===== config.mk =====
export PLATFORM = sky130hd
export DESIGN_NAME = pending_priority_encoder
export DESIGN_NICKNAME = d
export VERILOG_FILES = /design/src/rtl/pending_priority_encoder.sv
export SDC_FILE = /design/constraint.sdc
export NUM_CORES = 1
export LEC_CHECK = 0
export CORE_ASPECT_RATIO = 0.8
export CORE_MARGIN = 2
export CORE_UTILIZATION = 48
export DETAILED_ROUTE_END_ITERATION = 8
export HOLD_SLACK_MARGIN = 0.12
export PLACE_DENSITY = 0.76
export SETUP_SLACK_MARGIN = 0.05
export SLEW_MARGIN = 20
export SYNTH_ARGS = -nofsm -noshare
export SYNTH_HDL_FRONTEND = slang
export SYNTH_SLANG_ARGS = --single-unit

===== constraint.sdc =====
create_clock -name clk -period 3.41 [get_ports clk]
set_input_delay 0.341 -clock clk [delete_from_list [all_inputs] [get_ports clk]]
set_output_delay 0.341 -clock clk [all_outputs]
set_load 0.01 [all_outputs]

===== src/rtl/pending_priority_encoder.sv =====
// rtl/pending_priority_encoder.sv - sticky pending vector with priority-encoded valid/ready output
// Requests accumulate in a pending register; one index at a time is presented and cleared on accept.
module pending_priority_encoder #(
   parameter int WIDTH = 16,
   parameter int OUT_W = 4
) (
   input  logic             clk,
   input  logic             rst_n,
   input  logic             enable,
   input  logic             msb_first,
   input  logic             flush,
   input  logic [WIDTH-1:0] req_in,
   input  logic             out_ready,
   output logic             out_valid,
   output logic [OUT_W-1:0] binary_out,
   output logic [OUT_W:0]   pend_count,
   output logic             ovf
);

   generate
      if (WIDTH < 2 || WIDTH > 64 || WIDTH > (1 << OUT_W)) begin : g_bad_params
         $error("pending_priority_encoder: WIDTH must be 2..64 and fit in OUT_W bits");
      end
   endgenerate

   logic [WIDTH-1:0] pending;
   logic [WIDTH-1:0] clr_mask;
   logic [WIDTH-1:0] src;
   logic [OUT_W-1:0] sel_idx;
   logic             accept;
   logic             ovf_next;

   always_comb begin
      accept   = out_valid & out_ready;
      clr_mask = '0;
      if (accept) begin
         for (int i = 0; i < WIDTH; i++) begin
            if (binary_out == OUT_W'(i)) clr_mask[i] = 1'b1;
         end
      end
      // Candidates for the next presentation exclude this cycle's req_in.
      src = pending & ~clr_mask;
      sel_idx = '0;
      if (msb_first) begin
         for (int i = 0; i < WIDTH; i++) begin
            if (src[i]) sel_idx = OUT_W'(i);
         end
      end else begin
         for (int i = WIDTH - 1; i >= 0; i--) begin
            if (src[i]) sel_idx = OUT_W'(i);
         end
      end
      ovf_next = enable & ~flush & (|(req_in & pending & ~clr_mask));
   end

   always_comb begin
      pend_count = '0;
      for (int i = 0; i < WIDTH; i++) begin
         pend_count = pend_count + {{OUT_W{1'b0}}, pending[i]};
      end
   end

   always_ff @(posedge clk or negedge rst_n) begin
      if (!rst_n) begin
         pending    <= '0;
         out_valid  <= 1'b0;
         binary_out <= '0;
         ovf        <= 1'b0;
      end else begin
         ovf <= ovf_next;
         if (flush) begin
            pending <= '0;
         end else begin
            pending <= src | (enable ? req_in : '0);
         end
         // A stalled index is held, so the consumer never sees it change under it.
         if (flush || !enable) begin
            out_valid <= 1'b0;
         end else if (!out_valid || accept) begin
            out_valid <= |src;
            if (|src) binary_out <= sel_idx;
         end
      end
   end

endmodule

==> results.md, run 1 <==
* CP Cell Sequence: fa_1 -> fa_1 -> inv_2 -> fa_1 -> fa_2 -> inv_2 -> ha_4 -> inv_2 -> fa_2 -> nor2b_1 -> o21a_1 -> buf_2
* Routed Antenna Nets at 0
* Syn avg cell area at 8.68 um^2
* Pwr Density at 470 nW/um^2
* Failing checks: setup timing
* Minimum clock period at ~3900 ps
* Wire length per cell at approximately 15 um
* Worst Setup SP: pending[11]
* Grt ovf at 0
* Final setup violating endpoints at 5
* Initial antenna violation count at 0
* Register area at about 550 um^2
* First-pass GRT wire length at 8.12 mm
* Setup TNS at -2050 ps
* RSZ-0062 raised after global routing: true
* WP data arrival at about 3600 ps
* VDD IR-drop max at 0.000232 V
* PortBufs at 32
* Gpl congestion at 0.918
* Critical-path top delay cell: fa_1
* Core Rows at 20
* Post-Syn Nets at approximately 260
* DP Worst Slack at -678 ps
* Startpoint Class: flop
* Worst Skew at 7.73 ps
* Critical Path Fanout Max at 2
* # Max-Cap Violations at 0
* DR vias at 1,812
* Setup ws final at -521 ps
* Synth Instances at around 220
* FFs w/ async S/R, synth at 100%
* Final count of hold timing violations at 0
* Crit path capture type: primary output
* Worst slew margin at 57.4%
* Ys flop type: dfrtp_1
* DP Wirelength at between 4 and 5 mm
* CTS tree: done
* Via density at 5.70
* R2R depth at 6
* Reg clk slew, reported paths at 80 ps
* Mapped Area at 1930 um^2
* Number of global-route vias before repair at roughly 1,700
* Clock latency on the worst-skew pair at 260 ps
* Slew @ Worst Pin at 633 ps
* Commonest non-fill, non-tap cell in the layout: clkdlybuf4s50_1
* Pins Over Slew Limit at 0
* # IOs at 33
* Worst EP required at between 3000 and 4000 ps
* Height of the die at 60.7 um
* NumNets Final at 302
* Clock Sinks at 22
* Total power at between 1 and 1.5 mW
* CTS HTree Levels at 1
* #FFs+latches synth at 22
* Area Overhead vs Synth at 26.6%
* FILL cells at 347
* Status: finished with violations
* Worst hold path type: input pin to asynchronous set/reset pin
* Initial Utilization at 50.3%
* Sequential area share after synthesis at approximately 29%
* Tot GR Track Use at 24.0%
* # DRC at 0
* Final cycle utilization of the critical path at 115%
* Type of the worst setup path: flop to primary output
* Fin cells at between 300 and 400
* Core area at roughly 3800 um^2
* Pleak at 1.08 nW
* Root Driver: clkbuf_8
* Maximum number of pins on one net before global-route repair at 23
* Area of the multi-input gates at 1260 um^2
* EDFF count, synth at 0
* Fin area at 2440 um^2
* Post-synthesis cell type count at 53
* WL final at 4.91 mm
* Diodes inserted at 0
* Highest-count cells in the layout ignoring fill and taps: 26 x clkdlybuf4s50_1, 24 x a21oi_1, 22 x inv_1, 22 x dfrtp_1, 20 x nand2_1
* CP max stage delay at 520 ps
* 1st-pass router iterations at 4
* Die width at roughly 75 um
* Worst R2R Start: binary_out[3]
* FF-to-FF End: binary_out[0]
* FF-to-FF setup slack at 860 ps
* Die ar. at 4540 um^2
* Cell count after placement at 313
* Initial drt markers at 103
* Fmax achieved at roughly 0.25 GHz
* Layout cell share with drive strength beyond 1 at 17.5%
* Max Buffers Root-to-Sink at 2
* CTS buffer count at 3
* Yosys warns at 0
* Placed inst area at 2380 um^2
==> cells in the mapped netlist, types with 5 or more instances <==
master    instances  area share, %
a21oi_1          25            6.5
dfrtp_1          22             29
fa_1             10             10
ha_1              5            3.2
inv_1            28            5.5
nand2_1          20            3.9
nand2b_1          5            1.6
nor2_1           14            2.7
o21a_1           12            4.7
o21ai_0          12            3.1
==> metrics by stage <==
step,util [%],hold slack [ps]
floorplan,-,45.4
global placement,62.2,582
detailed placement,62.2,566
CTS,63.3,575
global route,63.7,610
finish,63.7,568
==> repair_timing <==
action                                  in CTS  in global routing
buffers inserted                             0                  1
hold buffers                                 0                  1
endpoints found under the setup margin       5                  5
hold endpoints to repair                     0                 22
pin swaps                                   11                 10
resized for setup                           28                  3
==> worst max-delay path by stage <==
| stage | endpoint | slack [ps] | cells after the start |
|---|---|---|---|
| after floorplan | pend_count[4] | -120 | 11 |
| after global placement | pend_count[4] | -620 | 12 |
| after detailed placement | pend_count[4] | -680 | 12 |
| after CTS | pend_count[4] | -640 | 12 |
| after global routing | pend_count[4] | -640 | 12 |
| final | pend_count[4] | -520 | 12 |
==> state kept, by name (all words and copies together) (netlist names) <==
name,cells
binary_out,4
out_valid,1
ovf,1
pending,16
==> critical path: cells and delay by family, from the launching register on <==
kind,cells,cell delay [ps]
adder cells (fa/ha/maj),6,2440
flip-flops,1,400
buffers and inverters,4,260
AND/OR/NAND/NOR,1,120
AO/OA/AOI/OAI,1,110
==> routing by layer <==
layer  vias up  track usage, %  share of wire (%)
li1        876               -                  -
met1       857            35.9                 49
met2        73            36.3                 44
met3         6            4.98                6.5
met4         0            5.36               0.77
met5         -               0                  0
==> area by class of cell <==
| type | count | share of cell area [%] |
|---|---|---|
| Tap cell | 55 | 2.82 |
| Inverter | 28 | 4.31 |
| Clock buffer | 3 | 1.69 |
| Timing Repair Buffer | 46 | 16.8 |
| Multi-Input combinational cell | 164 | 51.8 |
| Sequential cell | 22 | 22.6 |
==> logic make-up (layout without fill, tap and decap cells) <==
kind of cell               after synthesis  in the layout  share of synthesized area [%]
xor gates and xnor gates                 2              2                          0.909
and+or+nand+nor                         61             61                           18.6
AOI/OAI and AO/OA                       81             81                           27.9
DFF                                     22             22                           28.6
adders and majority gates               15             15                           13.6
muxes                                    5              5                           2.79
buffers and inverters                   36             77                           7.53
==> report_power, final <==
group / leakage (nW) / switching, mW / internal, mW
clock network: 0.0216 / 0.0786 / 0.0789
registers: 0.282 / 0.0550 / 0.290
logic: 0.779 / 0.317 / 0.326
total: 1.08 / 0.451 / 0.695
No activity file was read; power rests on OpenSTA's default activity.
==> inputs of run 2 (changes only) <==
--- a/config.mk
+++ b/config.mk
@@ -5,6 +5,7 @@
 export SDC_FILE = /design/constraint.sdc
 export NUM_CORES = 1
 export LEC_CHECK = 0
+export ABC_CLOCK_PERIOD_IN_PS = 3410
 export CORE_ASPECT_RATIO = 0.8
 export CORE_MARGIN = 2
 export CORE_UTILIZATION = 48
==> results of run 2 <==
Final layout, timing and power as in run 1 (identical DEF).
==> inputs of run 3 (changes only) <==
--- a/config.mk
+++ b/config.mk
@@ -6,9 +6,11 @@
 export NUM_CORES = 1
 export LEC_CHECK = 0
 export ABC_CLOCK_PERIOD_IN_PS = 3410
+export CELL_PAD_IN_SITES_DETAIL_PLACEMENT = 0
+export CELL_PAD_IN_SITES_GLOBAL_PLACEMENT = 1
 export CORE_ASPECT_RATIO = 0.8
 export CORE_MARGIN = 2
-export CORE_UTILIZATION = 48
+export CORE_UTILIZATION = 36
 export DETAILED_ROUTE_END_ITERATION = 8
 export HOLD_SLACK_MARGIN = 0.12
 export PLACE_DENSITY = 0.76
==> run 3 against run 2 <==
Compared with the run above:
- the run still ends with setup timing left
- utilization decreased by 14 points
- maximum frequency increased by 0.14%
- non-clock buffer count increased by 5
- flip-flop and latch count unchanged
- sequential share of layout area decreased by 0.64 points
- sequential power about the same
- setup slack improved by 5.5 ps
- clock skew about the same
==> results.md, run 3 (synthesis results as in run 1) <==
* Status: finished with violations
* Failing checks: setup timing
* Top reg by flops: pending
* Setup TNS at -1900 ps (+147 ps)
* Diodes inserted at 0 (unchanged)
* Grt ovf at 0 (unchanged)
* Worst Skew at 7.70 ps (-0.0310 ps)
* Worst hold path type: input pin to asynchronous set/reset pin
* VDD IR-drop max at 0.000168 V (-27%)
* R2R depth at 7 (+1)
* Core area at 5090 um^2 (+33%)
* Number of global-route vias before repair at 1,704 (+0.71%)
* Largest registers: pending x16, binary_out x4
* Initial Utilization at 37.8% (-12 points)
* Fmax achieved at 0.255 GHz (+0.14%)
* Startpoint Class: flop
* Final setup violating endpoints at 5 (unchanged)
* Critical Path Fanout Max at 2 (unchanged)
* Final count of hold timing violations at 0 (unchanged)
* Die ar. at 5960 um^2 (+31%)
* # DRC at 0 (unchanged)
* FF-to-FF End: binary_out[1]
* DP Wirelength at 4.39 mm (+9.3%)
* Register area at 551 um^2 (unchanged)
* Core Rows at 23 (+15%)
* Commonest non-fill, non-tap cell in the layout: clkdlybuf4s50_1
* WL final at 5.41 mm (+10%)
* PortBufs at 32 (unchanged)
* NumNets Final at 307 (+1.7%)
* Height of the die at 69.4 um (+14%)
* Final core utilization at 49.3% (-14 points)
* # Max-Cap Violations at 0 (unchanged)
* Die width at 85.8 um (+15%)
* Routed Antenna Nets at 0 (unchanged)
* Root Driver: clkbuf_8
* Maximum number of pins on one net before global-route repair at 23 (unchanged)
* Highest-count cells in the layout ignoring fill and taps: 26 x clkdlybuf4s50_1, 24 x a21oi_1, 23 x inv_1, 22 x dfrtp_1, 20 x nand2_1
* FF-to-FF setup slack at 870 ps (about the same)
* Worst R2R Start: binary_out[0]
* Pwr Density at 496 nW/um^2 (+5.6%)
* Slew @ Worst Pin at 656 ps (+23.0 ps)
* Gpl congestion at 0.835 (-9.1%)
* Final cycle utilization of the critical path at 115% (-0.16 points)
* DR vias at 1,831 (+1.0%)
* Minimum clock period at 3930 ps (-5.47 ps)
* Clock latency on the worst-skew pair at 270 ps (about the same)
* Via density at 5.53 (-2.9%)
* CTS tree: done
* Crit path capture type: primary output
* Clock Sinks at 22 (unchanged)
* First-pass GRT wire length at 8.86 mm (+9.1%)
* RSZ-0062 raised after global routing: true
* Worst EP required at 3070 ps (about the same)
* Worst Setup SP: pending[5]
* Area Overhead vs Synth at 30.3%
* Reg clk slew, reported paths at 90 ps (about the same)
* 1st-pass router iterations at 5 (+1)
* Area of the multi-input gates at 1260 um^2 (-0.40%)
* # IOs at 33 (unchanged)
* FILL cells at 500 (+44%)
* Initial antenna violation count at 0 (unchanged)
* WP data arrival at 3580 ps (about the same)
* Worst slew margin at 55.8% (-1.6 points)
* Initial drt markers at 176 (+71%)
* Pins Over Slew Limit at 0 (unchanged)
* CTS HTree Levels at 1 (unchanged)
* Layout cell share with drive strength beyond 1 at 18.2% (+0.73 points)
* Type of the worst setup path: flop to primary output
* Tot GR Track Use at 18.9% (-5.1 points)
* Setup ws final at -516 ps (+5.47 ps)
* Pleak at 1.12 nW (+3.8%)
* Placed inst area at 2410 um^2 (+1.3%)
* Largest register FFs at 16 (unchanged)
* Max Buffers Root-to-Sink at 2 (unchanged)
* CTS buffer count at 3 (unchanged)
* Wire length per cell at 16.3 um (+5.9%)
* Worst hold slack at 570 ps (+2.24 ps)
* Fin area at 2510 um^2 (+2.9%)
[run 3: changes by cell type in the layout (fill, tap and decap cells not counted), sizes merged]
cell | previous run | this run
buf | 19 | 24
bufinv | 0 | 1
[run 3: per-layer routing]
metal / global-route usage (%) / vias up / part of all wire [%]
li1: - / 885 / -
met1: 30.3 / 866 / 52
met2: 27.0 / 72 / 40
met3: 2.98 / 8 / 6.2
met4: 3.17 / 0 / 1.1
met5: 0 / - / 0
[run 3: layout make-up]
class | instances | area share [%]
Sequential cell | 22 | 21.9
Timing Repair Buffer | 51 | 17.8
Clock buffer | 3 | 1.65
Inverter | 28 | 4.19
Clock inverter | 1 | 1.20
Multi-Input combinational cell | 164 | 50.1
Tap cell | 62 | 3.09
[run 3: report_power, final]
part | leakage [nW] | internal [mW] | switching, mW | total [mW]
combinational | 0.805 | 0.328 | 0.318 | 0.646
sequential | 0.282 | 0.290 | 0.0557 | 0.345
clock | 0.0357 | 0.157 | 0.0961 | 0.253
total | 1.12 | 0.775 | 0.470 | 1.24
[run 3: what timing repair did]
item	4_1_cts	5_1_grt
pin swaps	11	8
gates resized for setup	27	1
endpoints found under the hold margin	0	22
buffers inserted	2	1
setup endpoints to repair	5	5
hold buffers	0	1
[run 3: per-stage QoR]
stage / worst slack (ps) / total power [mW] / std cells
floorplan: -120 / 0.723 / 222
global placement: -628 / 0.971 / 323
detailed placement: -695 / 0.975 / 323
CTS: -611 / 1.25 / 329
global route: -680 / 1.33 / 331
finish: -516 / 1.24 / 331
[run 3: worst max-delay path: stages, from the launching register on]
cell and delay [ps]:
dfrtp_1 370, inv_1 70, fa_1 570, fa_1 450, fa_1 510, fa_1 420, inv_2 80, ha_4 130
inv_2 30, fa_2 340, nor2b_1 120, o21a_1 110, buf_2 120
[run 3: worst max-delay path by stage]
stage	end	slack, ps	cells past startpoint
final	pend_count[4]	-520	12
after global routing	pend_count[4]	-680	12
after CTS	pend_count[4]	-610	12
after detailed placement	pend_count[4]	-690	12
after global placement	pend_count[4]	-630	12
after floorplan	pend_count[4]	-120	11
==> edit 1 (config.mk and constraints of run 2) <==
Change the parameter `OUT_W` from 4 to 5.
--- a/src/rtl/pending_priority_encoder.sv
+++ b/src/rtl/pending_priority_encoder.sv
@@ -4,3 +4,3 @@
    parameter int WIDTH = 16,
-   parameter int OUT_W = 4
+   parameter int OUT_W = 5
 ) (
Interface: changed (resized binary_out and pend_count); port bits go from 33 to 35. No check against the original RTL was run, so the function may have changed too.
==> edit 1 against run 2 <==
The run still ends with setup timing left. Worst setup slack worse by 86 ps. Maximum frequency shrank 2.2%. Clock skew about the same. Wire length grew 7.7%. Via count rose by 3.4%. Final area shrank 0.97%. Largest cell class unchanged. Critical path type unchanged. Count of clock-buffer cells in the layout unchanged. Power rose by 3.7%. Area after synthesis decreased by 3.3%. Clock power increased by 61%. Final cell count down 3.8%. Sequential cell count did not move. Utilization increased by 0.64 points.
==> edit 1: results (changes against run 2) <==
- FILL cells: 319 (-8.1%)
- Distinct cells, synth: 49 (-7.5%)
- Area contributors post-synth: dfrtp_1 30%, fa_1 11%, a21oi_1 6.4%, nand2_1 5.2%, o21a_1 5.2%
- Vias per cell: 6.124 (+7.5%)
- Crit path DAT: 3680 ps (+90 ps)
- Final setup violation count: 5 (unchanged)
- HPWL after detailed placement: 4.197 mm (+4.6%)
- Multi-input gate area: 0.001226 mm^2 (-2.9%)
- Non-clk invs: 19 (-32%)
- Clock network share of area: 2.953% (+1.3 points)
- R2r startpoint: binary_out[2]
- Post-CTS sizing: 26 (-7.1%)
- First-pass GRT wire length: 8.756 mm (+7.8%)
- Number of multi-input logic gates: 167 (+1.8%)
- Final wirelength: 5.284 mm (+7.7%)
- Setup slack, reg-to-reg: 640 ps (-220 ps)
- Tap cells: 44 (-20%)
- Adder-Cell Fraction of Synth Area: 14.10% (+0.47 points)
- Vias: 1874 (+3.4%)
- XOR/XNOR Fraction of Synth Area: 0.9402% (+0.031 points)
- Bufs w/o clock: 50 (+8.7%)
- Most instantiated cells after synthesis: 26 x nand2_1, 24 x a21oi_1, 22 x dfrtp_1
- Final worst setup slack: -607.5 ps (-86.39 ps)
- Nets@finish: 300 (-0.66%)
- Status: complete, but fails checks
- Worst VDD drop: 0.0002842 V (+23%)
- Layout cells sized above 1: 16.41% (-1.1 points)
- Placed inst area: 0.002338 mm^2 (-1.7%)
- Vias in the first global route: 1674 (-1.1%)
- Failing checks: setup timing
- Worst hold slack: 554.7 ps (-13.47 ps)
- NonClk Buf Share: 18.24% (+1.4 points)
- Final GP Congestion: 1.023 (+11%)
- Area fraction in compound gates after synthesis: 31.77% (+3.8 points)
- Sequential cell area share: 22.80% (+0.22 points)
- Dpl ws: -827.9 ps (-150.4 ps)
- Mux contribution to synthesized area: 0% (-2.8 points)
- # Post-CTS Setup Buffers: 0 (unchanged)
- Sequential area share after synthesis: 29.55% (+0.98 points)
- Final Skew: 7.389 ps (-0.3385 ps)
- First-pass DRT Iterations: 5 (+1)
- P_leak: 1.091 nW (+0.81%)
- GRT Overall Usage: 26.88% (+2.8 points)
- FF-to-FF path depth: 7 (+1)
- Post-synthesis average cell area: 8.625 um^2 (-0.63%)
- Relative slew slack: 53.53% (-3.8 points)
## edit 1: metal layers
layer / GRT usage, % / share of wire (%) / vias to the layer above
li1: - / - / 863
met3: 7.420 / 10 / 8
met4: 3.636 / 0.74 / 0
met2: 40.82 / 43 / 121
met5: 0 / 0 / -
met1: 39.57 / 45 / 882
## edit 1: critical path, stage by stage, from the launching register on
cell and delay [ps]:
dfrtp_1 410, fa_1 550, inv_2 40, fa_1 490
inv_1 50, fa_1 420, inv_1 80, fa_2 430
inv_2 80, ha_4 130, inv_2 30, fa_2 350
nor2b_2 120, o21a_1 110, buf_2 120
## edit 1: power breakdown
group	internal (W)	switching, W
combinational	0.000307	0.000307
clock	0.000157	0.0000948
sequential	0.000286	0.0000366
## edit 1: logic make-up after synthesis
logic type / after synthesis
simple gates: 61
flops: 22
compound gates: 87
buf+inv: 28
xor+xnor: 2
fa+ha+maj: 15
other cells: 1
==> edit 2 (settings of run 2) <==
Made on the original files. Reset style: synchronous (`rst_n`), changed in one clocked block.
--- a/src/rtl/pending_priority_encoder.sv
+++ b/src/rtl/pending_priority_encoder.sv
@@ -62,3 +62,3 @@
 
-   always_ff @(posedge clk or negedge rst_n) begin
+   always_ff @(posedge clk) begin
       if (!rst_n) begin
Behaviour: differs if rst_n is asserted again (counterexample within 4 cycles, from zero or initial values and one cycle with rst_n low); with rst_n held inactive, the same outputs for 4 cycles.
==> edit 2 against run 2 <==
The run still ends with setup timing left. Wire length is 2.5% higher. Hold slack got worse by 20 ps. Final area is 3.5% lower. Worst setup slack better by 53 ps. Area after synthesis is 5.4% lower. Sequential cell count stayed put. Utilization down 0.61 points. Critical path type unchanged. Largest cell class unchanged.
Power is not compared: it rests on default switching activity, and its combinational part moved more than twofold at a synthesized area within 25%.
==> edit 2: results (changes against run 2) <==
- Final setup violation count: 4 (-1)
- Crit path DAT: 3540 ps (-50 ps)
- Async SR Flop Fraction: 0% (-100 points)
- Dpl cells: 306 (-2.2%)
- First-pass GRT wire length: 8.066 mm (-0.68%)
- Distinct cells, synth: 49 (-7.5%)
- Area contributors post-synth: dfxtp_1 24%, fa_1 11%, inv_1 6.2%, a21oi_1 5.8%, nand2_1 4.7%
- FILL cells: 319 (-8.1%)
- Setup slack, reg-to-reg: 830 ps (-30 ps)
- Worst-Margin Slew: 666.5 ps (+33.70 ps)
- Post-Layout Cell Count: 311 (-2.2%)
- Worst VDD drop: 0.0002332 V
- Status: complete, but fails checks
- CTS HTree Levels: 1 (unchanged)
- Worst hold slack: 547.8 ps (-20.38 ps)
- Final Skew: 6.997 ps (-0.7310 ps)
- Layout cells sized above 1: 18.73% (+1.2 points)
- Vias in the first global route: 1672 (-1.2%)
- Failing checks: setup timing
- Post-synth top flop: dfxtp_1
- HPWL after detailed placement: 3.965 mm (-1.2%)
- HP Class: reg2reg
- Most instantiated cells after synthesis: 30 x inv_1, 23 x nand2_1, 22 x dfxtp_1
- Final wirelength: 5.029 mm (+2.5%)
- Sequential area share after synthesis: 24.16% (-4.4 points)
- Final worst setup slack: -468.3 ps (+52.82 ps)
- Total negative slack: -1741 ps (+305.9 ps)
- GRT Overall Usage: 24.60% (+0.56 points)
[edit 2: cell families after synthesis]
kind of cell,count (synthesis),share of synthesized area (%)
xor+xnor,2,0.9611
flops,22,24.16
fa+ha+maj,15,14.41
compound gates,83,30.34
buf+inv,38,9.266
mux,1,0.5491
simple gates,61,20.32
[edit 2: worst paths after layout]
| check | startpoint | endpoint | cells after the start |
|---|---|---|---|
| max | pending[0] | pend_count[4] | 12 |
| min | binary_out[2] | binary_out[2] | 2 |
| max reg2reg | binary_out[0] | binary_out[2] | 7 |
| min reg2reg | binary_out[2] | binary_out[2] | 2 |
[edit 2: metal layers]
metal / up-vias / global-route usage, % / part of all wire [%]
met2: 106 / 37.53 / 44
met5: - / 0 / 0
li1: 890 / - / -
met4: 0 / 3.175 / 0.66
met3: 4 / 7.993 / 10
met1: 853 / 35.10 / 45
[edit 2: power by group through the flow]
stage                     Combinational, W  Clock [W]  Sequential [W]
after floorplan                   0.000156          0        0.000285
after detailed placement          0.000251          0        0.000291
after CTS                         0.000266   0.000251        0.000285
final                             0.000266   0.000248        0.000286
after global routing              0.000290   0.000260        0.000288
after global placement            0.000246          0        0.000291
[edit 2: what timing repair did]
| action | 4_1_cts | 5_1_grt |
|---|---|---|
| resized for setup | 30 | 1 |
| setup endpoints to repair | 5 | 5 |
| pin swaps | 12 | 8 |
| setup buffers | 1 | 0 |
[edit 2: per-stage QoR]
step / instance area, um^2 / setup WS [ps]
after floorplan: 1827 / -26.77
after global placement: 2266 / -576.8
after detailed placement: 2266 / -648.2
after CTS: 2351 / -555.2
after global routing: 2352 / -597.0
final: 2352 / -468.3
[edit 2: worst max-delay path, cell delays in order (launching register included)]
cell     delay (ps)
dfxtp_2         340
fa_1            540
inv_2            50
fa_1            520
fa_1            430
fa_1            460
inv_2            80
ha_4            130
inv_2            30
fa_2            350
nor2b_1         120
o21a_1          110
buf_2           120
[edit 2: cell type report]
cell class	count	share of cell area, %
multi-input combinational	162	52.39
sequential	22	18.94
timing repair buffer	49	18.51
inverter	30	4.787
tap	44	2.340
clock buffer	3	1.755
clock inverter	1	1.277
